===== config.mk =====
export PLATFORM = sky130hd
export DESIGN_NAME = netwalk_egress_record_reader_flat
export DESIGN_NICKNAME = d
export VERILOG_FILES = /design/src/rtl/netwalk_egress_record_reader_if.sv /design/src/rtl/netwalk_egress_record_reader.sv /design/src/flat_wrapper.sv
export SDC_FILE = /design/constraint.sdc
export NUM_CORES = 2
export LEC_CHECK = 0
export CAP_MARGIN = 5
export CORE_AREA = 2 2 300 302
export DETAILED_ROUTE_END_ITERATION = 7
export DIE_AREA = 0 0 302 304
export PLACE_DENSITY_LB_ADDON = 0.25
export SETUP_SLACK_MARGIN = 0.2
export SYNTH_ARGS = -nofsm -noshare
export SYNTH_HDL_FRONTEND = slang
export SYNTH_SLANG_ARGS = --single-unit

===== constraint.sdc =====
create_clock -name egress_pcie_clk_i -period 4 [get_ports egress_pcie_clk_i]
set_clock_uncertainty 0.05 [all_clocks]
set_input_delay 1 -clock egress_pcie_clk_i [delete_from_list [all_inputs] [get_ports egress_pcie_clk_i]]
set_output_delay 1 -clock egress_pcie_clk_i [all_outputs]
set_load 0.01 [all_outputs]

===== src/rtl/netwalk_egress_record_reader_if.sv =====
// Bundle between the egress FIFO read side, the record reader and the host consumer.
// master = the record reader, slave = FIFO model plus record consumer.
interface netwalk_egress_record_reader_if #(
  parameter int ERR_CNT_WIDTH = 16,
  parameter int REC_CNT_WIDTH = 32
) ();
  logic [127:0]               egress_pcie_data_i;
  logic                       egress_pcie_empty_i;
  logic                       egress_pcie_rd_o;
  logic                       rec_valid_o;
  logic                       rec_ready_i;
  logic                       rec_table_missed_o;
  logic [5:0]                 rec_flow_addr_o;
  logic [4:0]                 rec_flow_tag_o;
  logic [31:0]                rec_flow_count_o;
  logic [31:0]                rec_pkt_hi_o;
  logic [511:0]               rec_pkt_data_o;
  logic [REC_CNT_WIDTH-1:0]   rec_cnt_o;
  logic [ERR_CNT_WIDTH-1:0]   sync_err_cnt_o;

  modport master (
    input  egress_pcie_data_i, egress_pcie_empty_i, rec_ready_i,
    output egress_pcie_rd_o, rec_valid_o, rec_table_missed_o, rec_flow_addr_o,
           rec_flow_tag_o, rec_flow_count_o, rec_pkt_hi_o, rec_pkt_data_o,
           rec_cnt_o, sync_err_cnt_o
  );

  modport slave (
    output egress_pcie_data_i, egress_pcie_empty_i, rec_ready_i,
    input  egress_pcie_rd_o, rec_valid_o, rec_table_missed_o, rec_flow_addr_o,
           rec_flow_tag_o, rec_flow_count_o, rec_pkt_hi_o, rec_pkt_data_o,
           rec_cnt_o, sync_err_cnt_o
  );
endinterface


===== src/rtl/netwalk_egress_record_reader.sv =====
// Pops 128b beats from the egress FIFO, aligns 8-beat meta+packet records on the marker,
// decodes them and holds one record at a time on a valid/ready port.
module netwalk_egress_record_reader #(
  parameter logic [31:0] MARKER        = 32'hCCCCCCCC,
  parameter int          ERR_CNT_WIDTH = 16,
  parameter int          REC_CNT_WIDTH = 32
) (
  input  logic                                  egress_pcie_clk_i,
  input  logic                                  egress_pcie_rst_n_i,
  netwalk_egress_record_reader_if.master        bus
);

  typedef enum logic [1:0] {HUNT, META, PKT, HOLD} state_t;

  state_t                     r_state;
  state_t                     w_nextState;
  logic                       r_rdQ;
  logic [1:0]                 r_beatIdx;
  logic [127:0]               w_beat;
  logic                       w_markerHi;
  logic                       w_markerLo;
  logic                       w_accept;
  logic                       w_rd;
  logic                       w_errInc;

  logic                       r_metaMissed;
  logic [5:0]                 r_metaAddr;
  logic [4:0]                 r_metaTag;
  logic [31:0]                r_metaCount;
  logic [31:0]                r_metaPktHi;
  logic [383:0]               r_pktSr;

  logic                       r_recValid;
  logic                       r_recMissed;
  logic [5:0]                 r_recAddr;
  logic [4:0]                 r_recTag;
  logic [31:0]                r_recCount;
  logic [31:0]                r_recPktHi;
  logic [511:0]               r_recPktData;
  logic [REC_CNT_WIDTH-1:0]   r_recCnt;
  logic [ERR_CNT_WIDTH-1:0]   r_syncErrCnt;

  assign w_beat     = bus.egress_pcie_data_i;
  assign w_markerHi = (w_beat[127:96] == MARKER);
  assign w_markerLo = (w_beat[31:0] == MARKER);
  assign w_accept   = r_recValid && bus.rec_ready_i;

  always_ff @(posedge egress_pcie_clk_i or negedge egress_pcie_rst_n_i) begin
    if (!egress_pcie_rst_n_i) begin
      r_state <= HUNT;
    end else begin
      r_state <= w_nextState;
    end
  end

  // A beat is only acted on when r_rdQ marks the FIFO dout as freshly popped.
  always_comb begin
    w_nextState = r_state;
    unique case (r_state)
      HUNT:    if (r_rdQ && w_markerHi) w_nextState = META;
      META:    if (r_rdQ && (r_beatIdx == 2'd3)) w_nextState = w_markerLo ? PKT : HUNT;
      PKT:     if (r_rdQ && (r_beatIdx == 2'd3)) w_nextState = HOLD;
      HOLD:    if (w_accept) w_nextState = HUNT;
      default: w_nextState = HUNT;
    endcase
  end

  always_comb begin
    w_rd     = 1'b0;
    w_errInc = 1'b0;
    if (egress_pcie_rst_n_i && !bus.egress_pcie_empty_i && !r_rdQ && (r_state != HOLD)) begin
      w_rd = 1'b1;
    end
    if (r_rdQ) begin
      if ((r_state == HUNT) && !w_markerHi) begin
        w_errInc = 1'b1;
      end
      if ((r_state == META) && (r_beatIdx == 2'd3) && !w_markerLo) begin
        w_errInc = 1'b1;
      end
    end
  end

  always_ff @(posedge egress_pcie_clk_i or negedge egress_pcie_rst_n_i) begin
    if (!egress_pcie_rst_n_i) begin
      r_rdQ        <= 1'b0;
      r_beatIdx    <= 2'd0;
      r_metaMissed <= 1'b0;
      r_metaAddr   <= 6'd0;
      r_metaTag    <= 5'd0;
      r_metaCount  <= 32'd0;
      r_metaPktHi  <= 32'd0;
      r_pktSr      <= '0;
      r_recValid   <= 1'b0;
      r_recMissed  <= 1'b0;
      r_recAddr    <= 6'd0;
      r_recTag     <= 5'd0;
      r_recCount   <= 32'd0;
      r_recPktHi   <= 32'd0;
      r_recPktData <= '0;
      r_recCnt     <= '0;
      r_syncErrCnt <= '0;
    end else begin
      r_rdQ <= w_rd;
      if (w_accept) begin
        r_recValid <= 1'b0;
        r_recCnt   <= r_recCnt + REC_CNT_WIDTH'(1);
      end
      if (w_errInc && (r_syncErrCnt != '1)) begin
        r_syncErrCnt <= r_syncErrCnt + ERR_CNT_WIDTH'(1);
      end
      if (r_rdQ) begin
        unique case (r_state)
          HUNT: begin
            if (w_markerHi) r_beatIdx <= 2'd1;
          end
          META: begin
            r_beatIdx <= r_beatIdx + 2'd1;
            // Every decoded field lives in the last (LSB) meta quarter.
            if (r_beatIdx == 2'd3) begin
              r_metaMissed <= w_beat[112];
              r_metaAddr   <= w_beat[109:104];
              r_metaTag    <= w_beat[100:96];
              r_metaCount  <= w_beat[95:64];
              r_metaPktHi  <= w_beat[63:32];
            end
          end
          PKT: begin
            r_beatIdx <= r_beatIdx + 2'd1;
            r_pktSr   <= {r_pktSr[255:0], w_beat};
            if (r_beatIdx == 2'd3) begin
              r_recValid   <= 1'b1;
              r_recMissed  <= r_metaMissed;
              r_recAddr    <= r_metaAddr;
              r_recTag     <= r_metaTag;
              r_recCount   <= r_metaCount;
              r_recPktHi   <= r_metaPktHi;
              r_recPktData <= {r_pktSr, w_beat};
            end
          end
          default: ;
        endcase
      end
    end
  end

  assign bus.egress_pcie_rd_o   = w_rd;
  assign bus.rec_valid_o        = r_recValid;
  assign bus.rec_table_missed_o = r_recMissed;
  assign bus.rec_flow_addr_o    = r_recAddr;
  assign bus.rec_flow_tag_o     = r_recTag;
  assign bus.rec_flow_count_o   = r_recCount;
  assign bus.rec_pkt_hi_o       = r_recPktHi;
  assign bus.rec_pkt_data_o     = r_recPktData;
  assign bus.rec_cnt_o          = r_recCnt;
  assign bus.sync_err_cnt_o     = r_syncErrCnt;

endmodule


===== src/flat_wrapper.sv =====
// flat-port wrapper written by rule: the top's interface ports become plain ports
module netwalk_egress_record_reader_flat 
#(
  parameter logic [31:0] MARKER        = 32'hCCCCCCCC,
  parameter int          ERR_CNT_WIDTH = 16,
  parameter int          REC_CNT_WIDTH = 32
)
  (egress_pcie_clk_i, egress_pcie_rst_n_i, bus_egress_pcie_data_i, bus_egress_pcie_empty_i, bus_rec_ready_i, bus_egress_pcie_rd_o, bus_rec_valid_o, bus_rec_table_missed_o, bus_rec_flow_addr_o, bus_rec_flow_tag_o, bus_rec_flow_count_o, bus_rec_pkt_hi_o, bus_rec_pkt_data_o, bus_rec_cnt_o, bus_sync_err_cnt_o);
  netwalk_egress_record_reader_if #(.ERR_CNT_WIDTH(ERR_CNT_WIDTH), .REC_CNT_WIDTH(REC_CNT_WIDTH)) bus_i ();
  input  logic egress_pcie_clk_i;
  input  logic egress_pcie_rst_n_i;
  input wire logic [$bits(bus_i.egress_pcie_data_i)-1:0] bus_egress_pcie_data_i;
  input wire logic [$bits(bus_i.egress_pcie_empty_i)-1:0] bus_egress_pcie_empty_i;
  input wire logic [$bits(bus_i.rec_ready_i)-1:0] bus_rec_ready_i;
  output wire logic [$bits(bus_i.egress_pcie_rd_o)-1:0] bus_egress_pcie_rd_o;
  output wire logic [$bits(bus_i.rec_valid_o)-1:0] bus_rec_valid_o;
  output wire logic [$bits(bus_i.rec_table_missed_o)-1:0] bus_rec_table_missed_o;
  output wire logic [$bits(bus_i.rec_flow_addr_o)-1:0] bus_rec_flow_addr_o;
  output wire logic [$bits(bus_i.rec_flow_tag_o)-1:0] bus_rec_flow_tag_o;
  output wire logic [$bits(bus_i.rec_flow_count_o)-1:0] bus_rec_flow_count_o;
  output wire logic [$bits(bus_i.rec_pkt_hi_o)-1:0] bus_rec_pkt_hi_o;
  output wire logic [$bits(bus_i.rec_pkt_data_o)-1:0] bus_rec_pkt_data_o;
  output wire logic [$bits(bus_i.rec_cnt_o)-1:0] bus_rec_cnt_o;
  output wire logic [$bits(bus_i.sync_err_cnt_o)-1:0] bus_sync_err_cnt_o;
  assign bus_i.egress_pcie_data_i = bus_egress_pcie_data_i;
  assign bus_i.egress_pcie_empty_i = bus_egress_pcie_empty_i;
  assign bus_i.rec_ready_i = bus_rec_ready_i;
  assign bus_egress_pcie_rd_o = bus_i.egress_pcie_rd_o;
  assign bus_rec_valid_o = bus_i.rec_valid_o;
  assign bus_rec_table_missed_o = bus_i.rec_table_missed_o;
  assign bus_rec_flow_addr_o = bus_i.rec_flow_addr_o;
  assign bus_rec_flow_tag_o = bus_i.rec_flow_tag_o;
  assign bus_rec_flow_count_o = bus_i.rec_flow_count_o;
  assign bus_rec_pkt_hi_o = bus_i.rec_pkt_hi_o;
  assign bus_rec_pkt_data_o = bus_i.rec_pkt_data_o;
  assign bus_rec_cnt_o = bus_i.rec_cnt_o;
  assign bus_sync_err_cnt_o = bus_i.sync_err_cnt_o;
  netwalk_egress_record_reader #(.MARKER(MARKER), .ERR_CNT_WIDTH(ERR_CNT_WIDTH), .REC_CNT_WIDTH(REC_CNT_WIDTH)) u_core (.egress_pcie_clk_i(egress_pcie_clk_i), .egress_pcie_rst_n_i(egress_pcie_rst_n_i), .bus(bus_i));
endmodule

== Word-level counts from Yosys, hierarchy flattened ==
Index checks and enable logic that the tools add are counted.
Word-level totals
  logic and storage cells: 72
  input port bits: 132
  output and inout bits: 638
  flip-flop bits (word level): 1102
Operators by class
  reduce and logical (&&, ||, !) cells: 22
  multiplexer cells: 16
  eq/ne operators: 13
  add/sub/neg operators: 3
Operators by type and width (number)
  32-bit == test, second input constant: 2
  32-bit by 1-bit adder with 32-bit output, second input constant: 1
  16-bit by 1-bit adder with 16-bit output, second input constant: 1
  16-bit inequality test, second input constant: 1
  2-bit two-way mux: 6
  1-bit logical AND: 10
  2-bit by 1-bit inequality test with 1-bit output, second input constant: 5
  3-bit AND reduction: 3
  1-bit two-way mux: 8
  2-bit case mux with 4 select lines: 1
  2-bit == test, second input constant: 3
  1-bit zero test: 4
  2-bit case mux with 2 select lines: 1
  4-bit AND reduction: 1
  2-bit by 1-bit adder with 2-bit output, second input constant: 1
  2-bit by 1-bit == test with 1-bit output, second input constant: 1
  2-bit zero test: 1
  2-bit inequality test, second input constant: 1
  2-bit AND reduction: 1
  2-bit nonzero test: 1
  2-bit OR reduction: 1

== Longest topological paths before layout ==
  word-level depth: 7
  gate-level depth with buffers: 9
  mapped depth without buffers: 8

== Worst setup path after synthesis ==
Ideal clock, no wire load.
  path type: in2out
  start: in bus_egress_pcie_empty_i
  end: out bus_egress_pcie_rd_o
  setup slack: 1452 ps
  buffers on the path: 0
  stages on the path: 1
  arrival: 1498 ps
  required time: 2950 ps
  cell sequence: nor4b_1
Between the ends
  longest elaborated chain between the ends: 5
RTL lines
  from (decl): RTL line flat_wrapper.sv:13  | input wire logic [$bits(bus_i.egress_pcie_empty_i)-1:0] bus_egress_pcie_empty_i;
  1-bit zero test: RTL line netwalk_egress_record_reader.sv:71  | if (egress_pcie_rst_n_i && !bus.egress_pcie_empty_i && !r_rdQ && (r_state != HOLD)) begin
  1-bit logical AND (3 in series): RTL line netwalk_egress_record_reader.sv:71
  1-bit two-way mux: RTL line netwalk_egress_record_reader.sv:71
  to (decl): RTL line flat_wrapper.sv:15  | output wire logic [$bits(bus_i.egress_pcie_rd_o)-1:0] bus_egress_pcie_rd_o;
Every way passes these cells.

== Worst setup path after layout ==
Same ends and word-level chain as after synthesis.

==> parameters.txt <==
Parameter                              Value

GRT
  Maximum number of pins on one net before global-route repair ... ~190
  Overall overflow remaining after global route ... 0
  Aggregate global-route resource usage ... between 20% and 30%
  Wire length of the first global-routing pass ... 156200 um
  Antenna violations before repair ... 2
  Via count of the first global-routing pass ... 25540

Clock network
  Clk sinks ... 1102
  Clock root buffer ... clkbuf_16
  Clock buffers created by TritonCTS ... 111
  Number of setup buffers added after CTS ... 0
  Clock tree from TritonCTS ... built
  Clock insertion delay at the later pin of the skew report ... 0.70 ns
  Htree depth ... 3
  Max Buffers Root-to-Sink ... 3
  Post-CTS sizing ... 0
  Number of hold-repair buffers added at the cts stage ... 0
  Clock Pin Slew Worst Setup and Hold Paths ... 0.06 ns

Logic synthesis
  Post-synth top flop ... dfrtp_1
  Cells after synthesis ... between 2000 and 2500
  Mean post-synth cell area ... 16.80 um2
  Most frequent cells after synthesis ... 1102 x dfrtp_1, 1050 x mux2_2, 91 x buf_2, 34 x xnor2_1, 23 x nand4_1
  Async S/R FF share, synth ... 100.0%
  Flops & latches, synth ... roughly 1100
  Seq/Total Area, Yosys ... 66.75%
  Yosys warns ... 0
  Number of library cell types mapped by synthesis ... 35
  Post-synth net total ... between 2000 and 3000
  Cell taking the most area after synthesis ... dfrtp_1
  Cell types occupying the most area after synthesis ... dfrtp_1 67%, mux2_2 29%, buf_2 1.1%
  Portion of synthesized cell area occupied by the leading cell type ... between 60% and 70%
  Number of enable flip-flop cells after synthesis ... 0
  Netlist area before placement ... 41320 um2
  Count leader, synth ... dfrtp_1

Power
  Power density normalized to cell area ... 626.3 nW/um2
  Static leakage power ... 0.02543 uW
  Total net switching power ... 9054 uW
  Internal cell power ... around 25000 uW
  Portion of total power attributed to the clock network ... 31.5%
  Sequential share of power ... 48.3%
  Combinational power share ... 20.2%
  Switching Share ... 26.62%
  Max VDD drop ... 0.4257 mV

STA
  Worst Setup Slack, final ... between 0.5 and 0.6 ns
  Final Slew Violations ... 0
  Post-layout minimum cycle time ... 3.475 ns
  Rel. slew slack ... 17.83%
  Actual slew at the worst max-slew pin ... 1.232 ns
  Setup TNS ... 0 ns
  Worst hold slack ... 0.1232 ns
  RSZ-0062 raised after global routing ... no
  Top achievable clock speed ... 0.2878 GHz
  Final hold violation count ... 0
  Share of the clock period used by the worst path ... between 80% and 90%
  Setup violators final ... 0

Cells and area
  Final core utilization ... 60.99%
  Total inserted antenna cells ... 0
  Share of layout cells above drive strength 1 ... 38.56%
  Final-stage net count ... 3405
  Synth-to-Final Area Change ... 31.44%
  Post-route non-filler standard cell count ... 4534

Run
  Max Cap Violations ... 0

Worst setup path
  CP Data Arrival Time ... 2.42 ns
  Setup crit end kind ... primary output
  Crit Path Class ... in2out
  Kind of start point of the critical path ... input port
  Peak fanout along the critical path ... 2
  WP data required ... 2.95 ns
  Register-to-register setup slack ... 1.33 ns

Place
  Placed insts ... 4328
  Pre-CTS setup slack ... ~0.32 ns
  HPWL after DPL ... between 70000 and 80000 um
  Routability-driven placement congestion ratio ... 0.8461
  IO buf count ... between 700 and 800

Detailed routing
  Number of iterations in the first detailed-routing pass ... 5
  DRT Wirelength ... 101900 um
  Drt via density ... 5.170
  Count of nets left with antenna violations after detail routing ... 0
  Detailed-route wire length per cell ... around 22 um
  Detailed-route DRC error count ... 0
  Total via count after detailed routing ... 23440
  DRT iter0 DRCs ... between 1000 and 1500

Floorplanning
  Die Wd ... 302 um
  Core outline area ... 89050 um2
  Initial Utilization ... between 40% and 50%
  Die H ... approximately 300 um
  Standard-cell row count ... 110
  Count of pins on the block boundary ... 770
  Die Outline Area ... about 92000 um2

Hold path
  Hold WC Path Type ... in2async

Run status
  Result of the run ... complete, no violations
final timing paths:
| kind | cells past startpoint | end | startpoint |
|---|---|---|---|
| min | 1 | u_core.r_pktSr[11] | egress_pcie_rst_n_i |
| min reg2reg | 1 | u_core.r_beatIdx[0] | u_core.r_beatIdx[0] |
| max reg2reg | 5 | u_core.r_metaPktHi[18] | flip-flop |
| max | 3 | bus_egress_pcie_rd_o | bus_egress_pcie_empty_i |
| max in group asynchronous | 3 | u_core.bus.rec_pkt_data_o[222] | egress_pcie_rst_n_i |
| min in group egress_pcie_clk_i | 1 | u_core.r_beatIdx[0] | u_core.r_beatIdx[0] |
sequential cells by signal (all words and copies together) (netlist names), 2 cells and up, named ones only:
signal and cells:
u_core.bus.rec_cnt_o 32, u_core.bus.rec_flow_addr_o 6, u_core.bus.rec_flow_count_o 32, u_core.bus.rec_flow_tag_o 5
u_core.bus.rec_pkt_data_o 512, u_core.bus.rec_pkt_hi_o 32, u_core.bus.sync_err_cnt_o 16, u_core.r_beatIdx 2
u_core.r_metaAddr 6, u_core.r_metaCount 32, u_core.r_metaPktHi 32, u_core.r_metaTag 5
u_core.r_pktSr 384
critical path: stages:
cell and delay, ns:
clkdlybuf4s50_1 0.45, nor4b_1 0.36, clkdlybuf4s50_1 0.61
cell families (layout without fill, tap and decap cells):
| logic type | after synthesis | after routing | share of synthesized area [%] |
|---|---|---|---|
| mux | 1052 | 1052 | 28.67 |
| flops | 1102 | 1102 | 66.75 |
| compound gates | 9 | 9 | 0.2332 |
| buf+inv | 127 | 1025 | 1.448 |
| simple gates | 116 | 116 | 1.690 |
| xor+xnor | 46 | 46 | 0.9751 |
| fa+ha+maj | 8 | 8 | 0.2423 |
final cells by class:
cell class	count	area, um2
flip-flops and latches	1102	27580
repair buffers	812	8238
fillers	6546	34740
multi-input cells	1231	13170
clock inverters	51	615.6
clock buffers	155	3204
well taps	1176	1471
inverters	7	26.28
metrics by stage:
stage               cell area [um2]  total power (uW)
floorplan                     41320             19550
global placement              50490             23170
detailed placement            50490             23590
CTS                           54310             34430
global route                  54310             35680
finish                        54310             34010
power groups by stage:
stage | Sequential, uW | Combinational (uW) | Clock, uW
4_1_cts | 16500 | 7000 | 11000
5_1_grt | 16900 | 7380 | 11400
6_report | 16400 | 6880 | 10700
2_1_floorplan | 16300 | 3230 | 0
3_3_place_gp | 16400 | 6750 | 0
3_5_place_dp | 16600 | 6950 | 0
metal layers:
metal	share of wire (%)	GRT usage [%]	vias to the layer above	wire length (um)
met1	38	26.17	12290	38800
met5	0	0	-	0
met4	5.0	10.83	0	5111
met2	50	37.40	620	50960
met3	6.9	6.261	208	7064
li1	-	-	10320	-
cells in the final DEF, fill, tap and decap left out, types with 4 or more instances in the layout:
| cell | instances |
|---|---|
| clkbuf_8 | 24 |
| inv_1 | 7 |
| clkdlybuf4s50_1 | 768 |
| ha_1 | 8 |
| buf_4 | 26 |
| nand4_1 | 23 |
| nor4bb_1 | 5 |
| xnor2_1 | 34 |
| xor2_1 | 12 |
| nand4_2 | 4 |
| clkinv_2 | 26 |
| clkinv_4 | 4 |
| nand2_1 | 19 |
| nand3_1 | 13 |
| clkbuf_1 | 19 |
| buf_12 | 17 |
| bufinv_16 | 11 |
| mux2_2 | 1050 |
| clkbuf_16 | 112 |
| dfrtp_1 | 1102 |
| nor2_1 | 21 |
| nor3_1 | 4 |
| and3_1 | 10 |
No activity file was read; power rests on OpenSTA's default activity.
